**src/rtl/serial_add_ctrl.sv**
```systemverilog
// Bit-serial add/subtract sequencer driving an external 1-bit full adder, LSB first.
// One operation takes WIDTH RUN cycles plus one DONE cycle.
module serial_add_ctrl #(
   parameter int WIDTH = 8
) (
   input  logic             clk,
   input  logic             rst,
   input  logic             start,
   input  logic             sub,
   input  logic [WIDTH-1:0] a,
   input  logic [WIDTH-1:0] b,
   output logic             fa_x,
   output logic             fa_y,
   output logic             fa_cin,
   input  logic             fa_z,
   input  logic             fa_cout,
   output logic             busy,
   output logic             done,
   output logic [WIDTH-1:0] result,
   output logic             carry_out,
   output logic             overflow
);

   localparam int CW = $clog2(WIDTH);
   localparam logic [CW-1:0] LAST = CW'(WIDTH - 1);

   typedef enum logic [1:0] {S_IDLE, S_RUN, S_DONE} state_t;

   state_t           state_q, state_d;
   logic [WIDTH-1:0] a_q, a_d;
   logic [WIDTH-1:0] b_q, b_d;
   logic [WIDTH-1:0] res_q, res_d;
   logic             carry_q, carry_d;
   logic [CW-1:0]    cnt_q, cnt_d;
   logic             cout_q, cout_d;
   logic             ovf_q, ovf_d;

   always_ff @(posedge clk or posedge rst) begin
      if (rst) begin
         state_q <= S_IDLE;
         a_q     <= '0;
         b_q     <= '0;
         res_q   <= '0;
         carry_q <= 1'b0;
         cnt_q   <= '0;
         cout_q  <= 1'b0;
         ovf_q   <= 1'b0;
      end else begin
         state_q <= state_d;
         a_q     <= a_d;
         b_q     <= b_d;
         res_q   <= res_d;
         carry_q <= carry_d;
         cnt_q   <= cnt_d;
         cout_q  <= cout_d;
         ovf_q   <= ovf_d;
      end
   end

   always_comb begin
      state_d = state_q;
      a_d     = a_q;
      b_d     = b_q;
      res_d   = res_q;
      carry_d = carry_q;
      cnt_d   = cnt_q;
      cout_d  = cout_q;
      ovf_d   = ovf_q;
      fa_x    = 1'b0;
      fa_y    = 1'b0;
      fa_cin  = 1'b0;
      case (state_q)
         S_IDLE: begin
            if (start) begin
               state_d = S_RUN;
               a_d     = a;
               // Subtraction as A + ~B + 1: invert B and seed the carry.
               b_d     = sub ? ~b : b;
               carry_d = sub;
               cnt_d   = '0;
            end
         end
         S_RUN: begin
            fa_x    = a_q[0];
            fa_y    = b_q[0];
            fa_cin  = carry_q;
            res_d   = {fa_z, res_q[WIDTH-1:1]};
            a_d     = a_q >> 1;
            b_d     = b_q >> 1;
            carry_d = fa_cout;
            cnt_d   = cnt_q + CW'(1);
            if (cnt_q == LAST) begin
               // Carry into MSB differing from carry out of MSB means signed overflow.
               ovf_d   = carry_q ^ fa_cout;
               cout_d  = fa_cout;
               cnt_d   = '0;
               state_d = S_DONE;
            end
         end
         S_DONE:  state_d = S_IDLE;
         default: state_d = S_IDLE;
      endcase
   end

   assign busy      = (state_q != S_IDLE);
   assign done      = (state_q == S_DONE);
   assign result    = res_q;
   assign carry_out = cout_q;
   assign overflow  = ovf_q;

endmodule

```
**config.mk**
```make
export PLATFORM = sky130hd
export DESIGN_NAME = serial_add_ctrl
export DESIGN_NICKNAME = d
export VERILOG_FILES = /design/src/rtl/serial_add_ctrl.sv
export SDC_FILE = /design/constraint.sdc
export NUM_CORES = 1
export LEC_CHECK = 0
export CAP_MARGIN = 15
export CORE_MARGIN = 3
export CORE_UTILIZATION = 25
export DETAILED_ROUTE_END_ITERATION = 12
export SLEW_MARGIN = 15
export SYNTH_ARGS = -nofsm -noshare
export SYNTH_HDL_FRONTEND = slang
export SYNTH_SLANG_ARGS = --single-unit
```
**constraint.sdc**
```tcl
create_clock -name clk -period 1.4 [get_ports clk]
set_clock_uncertainty 0.2 [all_clocks]
set_input_delay 0.21 -clock clk [delete_from_list [all_inputs] [get_ports clk]]
set_output_delay 0.21 -clock clk [all_outputs]
set_load 0.05 [all_outputs]
```
* Word level (Yosys, flattened, before mapping)
Cells that the tools add are included.
Word-level totals: bits in registers 32, bits of input ports 22, output and inout bits 15, logic and storage cells 38
Cells by class: add/sub/neg operators 1, equality and inequality tests 5, multiplexer cells 16, bitwise logic cells 2, reductions and logical operators 6
Operators by type and width (number):
- $pmux W8 S2 | 2
- $mux W8 | 3
- $not A8 Y8 | 1
- $mux W3 | 2
- $pmux W3 S2 | 1
- $reduce_and A2 Y1 | 3
- $mux W1 | 4
- $mux W2 | 2
- $ne A2 B2 Y1 const B | 2
- $pmux W2 S2 | 1
- $reduce_bool A2 Y1 | 2
- $add A3 B1 Y3 const B | 1
- $eq A3 B3 Y1 const B | 1
- $eq A2 B1 Y1 const B | 1
- $eq A2 B2 Y1 const B | 1
- $logic_not A2 Y1 | 1
- $pmux W1 S2 | 1
- $xor A1 B1 Y1 | 1

* Depth between registers and ports, before layout
Gate-level depths: netlist of the first run.
depth in word-level cells 4, depth in mapped cells 5, depth with buffers taken out 4

* Worst setup path before layout of the first run
OpenSTA, ideal clock, no wires.
path kind register to output, start reg state_q[1], end out done, data arrival time 1470 ps, data required time 990 ps, path slack -480 ps, cell stages (with the launch flop) 4, buffers on the path 2, cell sequence dfrtp_1 > buf_2 > clkbuf_1 > nor2b_1
On the way: word-level cells in the longest chain between the ends 1
Ends and longest elaborated chain:
- start, declared | RTL line 29 | state_t state_q, state_d;
- start signal, assigned | RTL line 49 | state_q <= state_d;
- $eq A2 B2 Y1 | RTL line 106 | assign done = (state_q == S_DONE);
- end, declared | RTL line 18 | output logic done,
Every way passes these cells.

* Worst setup path after layout of the first run
start reg state_q[0], end out fa_cin
On the way: word-level cells in the longest chain between the ends 2
Ends and longest elaborated chain:
- $eq A2 B1 Y1 | RTL line 72 | case (state_q)
- $mux W1 | RTL line 72
- end, declared | RTL line 14 | output logic fa_cin,
Every way passes these cells.

==> summary by stage, run 1 <==
Run status
The run finished, with violations left. The checks that failed: setup timing.

Setup path
In this run the worst path has a maximum fanout of 5. The type of the worst setup path is register to primary output. The largest delay contributor family on the critical path is flip-flops.

The critical path goes through nor2b_4 -> buf_12 -> and2_4 -> buf_12. The data arrival time of the critical path is 1260 ps. The slack of the worst reg-to-reg path is -260 ps. Data on the critical path is required at its endpoint by 990 ps. The worst reg2reg path startpoint is state_q[0].

The buffer and inverter count on the worst path is 2. Measured in cells, the most critical reg-to-reg path has a length of 6. The critical path launch point type is a register.

The destination of the worst register-to-register timing path is result[3]. The cell with the biggest individual delay on the critical path is dfrtp_1. The most common cell type on the critical path is buf_12. STA classifies the critical path endpoint as a primary output.

The critical path's largest stage delay is roughly 410 ps. The launch point of the worst path is state_q[0].

Final layout
The area growth from synthesis to layout is 76.16%. Cells with a size suffix above 1 make up a little under half of the layout. The utilization after layout is approximately 47%. After the last flow step, the layout net total stands at 223. Once layout is done, the placed cells without fillers occupy 2671 µm². The number of antenna cells inserted is 0.

Timing
The sum of negative setup slack is -5027 ps. The normalized max-slew margin is between 80 and 90%. The pin slew with the least headroom to its limit is 261.3 ps. The final-report setup violation count is 34. The final hold violation count is 0. The final max-slew violation count is 0. The shortest clock period the worst path allows after layout is 1665 ps. After layout, the worst setup slack is -265.3 ps. The fmax is 0.6005 GHz. Setup repair after global routing could not meet its margin everywhere.

Final hold analysis gives a worst-case slack of 79.16 ps. After layout, the worst path uses 119.0% of the clock period.

Floorplanning
37 I/O pins were placed. The total number of placement rows is 27. Once the floorplan was initialized, standard cells occupied about a quarter of the core. The height of the die is ~84 µm.

The die width is about 84 µm. The floorplan step defined a core boundary enclosing about 5700 µm². The floorplan step defined a die boundary enclosing 7037 µm².

Synthesis
The synthesis warning total is 0. The synthesized netlist contains 23 unique library cells. The synthesized area is about 1500 µm². The average size of a mapped cell is 11.49 µm². The count of state elements after synthesis is 32.

The proportion of synthesized chip area in sequential cells is 52.81%. The cell taking the most area after synthesis is dfrtp_1. The number of nets produced by synthesis is 156. Summed over its instances, the top area cell type makes up 52.81% of the synthesized netlist area. In the post-synthesis netlist, the biggest area contributors are dfrtp_1 (53%), and3b_1 (8.7%), mux2_2 (7.4%). Synthesis produced a netlist whose cell count is 132.

Global routing
The global-route met3 utilization is a little under 4%. met2 is the most crowded layer. The first global-routing pass estimated 5.802 mm of wire. The number of antenna violations at the first check in global routing is 0.

The global-route usage over all layers is around a tenth. The global route total overflow is 0. In the global route stage, met2 resource usage came out at 16.12%.

Global routing used between 10% and 20% of the available met1 tracks. The via count of the first global-routing pass is 1258. The pin count of the biggest net entering global routing is 33.

Detailed routing
Dividing the detail-routed wire length by the instance count gives roughly 13 µm. The mean number of vias per cell is 4.636. The routed wire length is 3.571 mm. The first detailed-routing pass ran for 4 iterations. The final route contains 1247 vias. Once detail routing completed, the nets flagged for antenna violations numbered 0. After the first detailed-routing iteration, the DRC count stood at 54. The post-route DRC violation count is 0.

Clock tree
At the later pin of the worst-skew pair, clock insertion delay measures 270 ps. The clock net in this run drives a total of 32 sinks. The level count of the clock H-tree is 2. After clock tree synthesis, the clock-pin slew on the worst setup and hold paths is 60 ps. The root buffer cell chosen for the clock tree is clkbuf_8. Buffers inserted during clock tree synthesis total 5. The number of buffers inserted by hold repair at cts is 0. The CTS tree is yes. The longest clock path from root to sink contains 2 buffers.

Power
Power spread over the standard cell area amounts to 2327 nW/µm². Summed over all cells, the static leakage comes to 1.277 nW. Across the VDD grid, the largest voltage drop is 1406 µV.

Placed design
In this run the tool buffered the top-level ports with 36 buffer cells. After detailed placement, the total cell area comes to 2292 µm². The HPWL after detailed placement is between 2 and 2.5 mm. The worst setup timing slack at the placement stage is -299.8 ps. Routability-driven placement finished with a final weighted congestion of 0.7064.

Job
Across the run, the number of max-cap violations was 0.

Worst hold path
The path class of the tightest hold or removal check is input pin to async pin.
state kept, by name, indices dropped and copies added (netlist names):
| signal | count |
|---|---|
| a_q | 8 |
| overflow | 1 |
| state_q | 2 |
| cnt_q | 3 |
| carry_q | 1 |
| result | 8 |
| carry_out | 1 |
| b_q | 8 |
worst max-delay path by stage:
stage,slack (ps),end,depth (start not counted)
finish,-270,fa_cin,4
global route,-320,fa_cin,4
global placement,-250,b_q[0],4
floorplan,-20,carry_out,4
CTS,-270,fa_cin,4
detailed placement,-300,b_q[5],4
worst reg2reg max path: cells and delay by family, from the launching register on:
kind | cells | cell delay (ps)
and+or+nand+nor | 1 | 150
DFF | 1 | 410
muxes | 1 | 290
buffers and inverters | 4 | 490
power breakdown:
group / switching (mW) / internal [mW] / leakage [nW] / total, mW
Clock: 0.298 / 0.320 / 0.0359 / 0.618
Combinational: 1.65 / 2.27 / 0.844 / 3.92
Sequential: 0.351 / 1.33 / 0.397 / 1.68
Total: 2.30 / 3.92 / 1.28 / 6.22
stage by stage:
step           power, mW  instances
2_1_floorplan      3.359        132
3_3_place_gp       4.742        249
3_5_place_dp       4.796        249
4_1_cts            5.915        265
5_1_grt            6.545        269
6_report           6.217        269
synthesized netlist by cell type:
master    number
nand2b_1       2
xor2_1         9
inv_1          2
nand2_1       11
or2_2          1
and2_1         3
a22o_1         4
o21ai_0        8
o21bai_1       1
buf_2          8
buf_4          1
o21ai_1        1
a21oi_1        9
nor2_1         1
nor2b_1        2
mux2_2        10
ha_1           2
clkbuf_2       1
clkbuf_1       1
nor2_2         1
and3b_1       15
a221o_1        7
dfrtp_1       32
cell families (layout without fill, tap and decap cells):
kind of cell             after synthesis  in the layout  synth area share [%]
AO/OA/AOI/OAI                         30             30                 13.37
AND/OR/NAND/NOR                       36             36                 15.35
adder cells (fa/ha/maj)                2              2                 1.650
multiplexers                          10             10                 7.426
flip-flops                            32             32                 52.81
buffers and inverters                 13             78                 4.208
XOR/XNOR                               9              9                 5.198
cell type report:
class / instances / area [µm²]
Fill cell: 529 / 3004
Sequential cell: 32 / 802.0
Multi-Input combinational cell: 87 / 805.8
Tap cell: 72 / 90.09
Clock buffer: 5 / 68.82
Inverter: 2 / 7.507
Timing Repair Buffer: 71 / 897.1
metal layers:
layer | part of all wire, % | up-vias
met5 | 0 | -
met4 | 0.84 | 0
met3 | 4.9 | 4
met2 | 51 | 36
met1 | 43 | 609
li1 | - | 598
layout by cell type (no fill, tap or decap), types with 4 or more instances in the layout:
cell | Yosys | layout
clkdlybuf4s50_1 | 0 | 20
buf_12 | 0 | 18
buf_6 | 0 | 15
xor2_1 | 9 | 9
buf_4 | 1 | 15
mux2_4 | 0 | 10
a22o_1 | 4 | 4
a221o_1 | 7 | 7
nand2_2 | 0 | 7
clkbuf_8 | 0 | 5
and3b_1 | 15 | 15
dfrtp_1 | 32 | 31
a21oi_1 | 9 | 8
o21ai_1 | 1 | 7
what timing repair did:
| item | CTS | global route |
|---|---|---|
| hold endpoints to repair | 0 | 0 |
| buffers inserted | 10 | 7 |
| pin swaps | 8 | 23 |
| gates resized for setup | 23 | 38 |
| endpoints found under the setup margin | 28 | 37 |
| cloned | 2 | 0 |
Note: power is estimated with default switching activity, not from simulation.
==> run 2, diff against run 1 <==
--- a/config.mk
+++ b/config.mk
@@ -8,8 +8,8 @@
 export CAP_MARGIN = 15
 export CORE_MARGIN = 3
 export CORE_UTILIZATION = 25
+export CTS_BUF_LIST = sky130_fd_sc_hd__clkbuf_16
 export DETAILED_ROUTE_END_ITERATION = 12
-export SLEW_MARGIN = 15
 export SYNTH_ARGS = -nofsm -noshare
 export SYNTH_HDL_FRONTEND = slang
 export SYNTH_SLANG_ARGS = --single-unit
==> run 2 against run 1 <==
  * The flow still finishes with violations (setup timing)
  * Die area unchanged
  * Maximum frequency about the same
  * Clock power rose by 57%
  * Worst hold slack improved by 6.5 ps
  * Sequential power is essentially flat
  * Design area rose by 0.66%
  * Critical path type unchanged
  * Critical endpoint unchanged
  * Largest cell class unchanged
==> summary by stage, run 2 (synthesized netlist as in run 1, its figures left out) <==
Final layout
The area growth from synthesis to layout is 77.31%. The number of antenna cells inserted is 0 (unchanged). The fraction of final layout cells sized beyond drive strength 1 was 44.90% (-0.28 points). The most frequent standard cell in the layout excluding fill and tap cells is dfrtp_1. The number of cells in the finished layout apart from fillers is 268 (-0.37%). In the layout the commonest cells are dfrtp_1 (31), clkdlybuf4s50_1 (20), buf_12 (18). The total number of nets in the final design is 222 (-0.45%).

The sequential cell area is 802.0 µm² (unchanged). The utilization after layout was 47.38% (+0.31 points). The number of filler cells placed in the layout is 524 (-0.95%). The multi-input logic area was 785.8 µm² (-2.5%).

Global routing
The global-route usage over all layers came to 10.11% (-0.12 points). The via count of the first global-routing pass is 1253 (-0.40%). The global route total overflow came to 0 (unchanged). The number of antenna violations at the first check in global routing came to 0 (unchanged).

The global-route wire length before repair is 5.761 mm (-0.71%). The pin count of the biggest net entering global routing is 33 (unchanged).

Power
The maximum vdd ir drop is 1377 µV (-2.1%). The leakage power is 1.276 nW (about the same). The post-layout total power is 6.430 mW (+3.4%). The power per standard cell area is 2391 nW/µm² (+2.8%).

Setup path
The startpoint identified for the worst register-to-register timing path is state_q[0]. STA classifies the critical path endpoint as a primary output. The critical path is of the register to primary output type. The path depth of the worst reg2reg path is 6 (unchanged).

The critical path starts at state_q[0]. The data arrival time of the critical path is 1260 ps (about the same). The slack of the worst reg-to-reg path is -220 ps (+40 ps). In this run the worst setup path terminates at fa_cin. The biggest fanout along the worst timing path is 5 (unchanged). In this run the critical register-to-register path is captured at carry_out. The critical path launch point type is a register.

The worst endpoint required time is 990 ps (about the same).

Clock tree
The total number of clock tree sinks was 32 (unchanged). The level count of the clock H-tree is 2 (unchanged). The maximum buffer depth of the clock tree is 2 (unchanged). The clock transition at the registers of the reported paths was 50 ps (about the same).

The root buffer cell chosen for the clock tree is clkbuf_16. The number of buffers created by CTS came to 5 (unchanged). The CTS tree is yes. The clock latency on the worst-skew pair is 270 ps (about the same).

Placed design
The total placed cells including tap cells was 249 (unchanged). The count of port buffers added during placement is 36 (unchanged). The global placement routability congestion came to 0.7064 (unchanged). The worst setup timing slack at the placement stage came to -299.8 ps (unchanged). The detailed placement HPWL is 2.293 mm (unchanged).

Timing
The fmax is 0.6001 GHz (about the same). The final max-slew violation count is 0 (unchanged). The final hold slack was 85.66 ps (+6.498 ps). The pin slew with the least headroom to its limit is 283.7 ps (+22.42 ps). The shortest clock period the worst path allows after layout is 1666 ps (+1.012 ps). The final-report setup violation count is 34 (unchanged). The normalized max-slew margin is 81.05% (-1.5 points). The final hold violation count was 0 (unchanged). Setup repair after global routing could not meet its margin everywhere. The final period utilization is 119.0% (about the same). The smallest setup slack after layout came to -266.3 ps (-1.012 ps).

Detailed routing
The number of iterations in the first detailed-routing pass was 4 (unchanged). The number of nets with antenna violations after detailed routing is 0 (unchanged). The post-route DRC violation count came to 0 (unchanged). The total vias in the final route is 1216 (-2.5%). The routed wire length is 3.524 mm (-1.3%). The detailed-route wire length on metal 1 is 1.602 mm (+3.7%).

The post-detailed-route wirelength per cell is 13.15 µm (-0.95%). The met2 wire length is 1.743 mm (-4.2%). The number of DRC markers in iteration 0 is 20 (-63%). After detailed routing, no signal wire sits above met4. The mean number of vias per cell is 4.537 (-2.1%).

The detailed-routed wire length on met3 is 150 µm (-14%).

Job
The max-capacitance violation count is 0 (unchanged).

Floorplanning
The height of the die is 83.89 µm (unchanged). The die area is 7037 µm² (unchanged). The total number of placement rows was 27 (unchanged).

The core outline area is 5675 µm² (unchanged). The die width came to 83.89 µm (unchanged). The starting utilization of the core area came to 26.72% (unchanged). The top-level port count is 37 (unchanged).

Run status
The run finished, with violations left. The final reports fail on setup timing.

Worst hold path
The worst hold path belongs to the class input pin to async pin.
[run 2: cell types whose count changed in the layout (fill, tap and decap cells not counted), sizes merged]
cell  delta
buf      -1
[run 2: area by class of cell]
type / instances / area share, %
multi-input cells: 87 / 29.22
flip-flops and latches: 32 / 29.83
inverters: 2 / 0.2792
repair buffers: 70 / 32.67
clock buffers: 5 / 4.653
well taps: 72 / 3.350
[run 2: how the worst min path moves through the flow]
| stage | to | slack (ps) | from |
|---|---|---|---|
| finish | result[7] | 90 | rst |
| global route | result[7] | 120 | rst |
| CTS | cnt_q[1] | 90 | rst |
| detailed placement | a_q[2] | 270 | a_q[2] |
| global placement | a_q[3] | 260 | a_q[3] |
| floorplan | a_q[0] | 130 | rst |
[run 2: timing repair]
action,CTS,global route
resized for setup,13,38
buffers inserted,7,6
hold buffers,0,0
gates cloned,2,0
pin swaps,5,22
endpoints found under the setup margin,28,37
[run 2: critical path: stages, from the launching register on]
cell and delay, ps:
dfrtp_1 410, nor2b_4 150, buf_12 120, and2_4 160, buf_12 140
[run 2: layer usage]
| layer | vias to the layer above | global-route usage (%) |
|---|---|---|
| met5 | - | 0 |
| met4 | 0 | 3.509 |
| met3 | 2 | 3.258 |
| met2 | 31 | 16.12 |
| met1 | 592 | 12.85 |
| li1 | 591 | - |
[run 2: metrics by stage]
step           area (µm²)  TNS (ps)
3_5_place_dp         2292     -5247
4_1_cts              2551     -4243
6_report             2689     -4567
2_1_floorplan        1568    -38.10
5_1_grt              2689     -5952
3_3_place_gp         2292     -4130
[run 2: report_power, final]
| group | internal (mW) | total (mW) | switching (mW) |
|---|---|---|---|
| Sequential | 1.33 | 1.68 | 0.347 |
| Combinational | 2.17 | 3.79 | 1.61 |
| Clock | 0.625 | 0.968 | 0.343 |
| Total | 4.13 | 6.43 | 2.30 |
==> run 3, diff against run 2 <==
--- a/config.mk
+++ b/config.mk
@@ -5,10 +5,11 @@
 export SDC_FILE = /design/constraint.sdc
 export NUM_CORES = 1
 export LEC_CHECK = 0
-export CAP_MARGIN = 15
+export CAP_MARGIN = 25
 export CORE_MARGIN = 3
 export CORE_UTILIZATION = 25
 export CTS_BUF_LIST = sky130_fd_sc_hd__clkbuf_16
+export CTS_CLUSTER_DIAMETER = 60
 export DETAILED_ROUTE_END_ITERATION = 12
 export SYNTH_ARGS = -nofsm -noshare
 export SYNTH_HDL_FRONTEND = slang
==> results of run 3 <==
No change in the layout: final DEF, timing and power equal those of run 2.
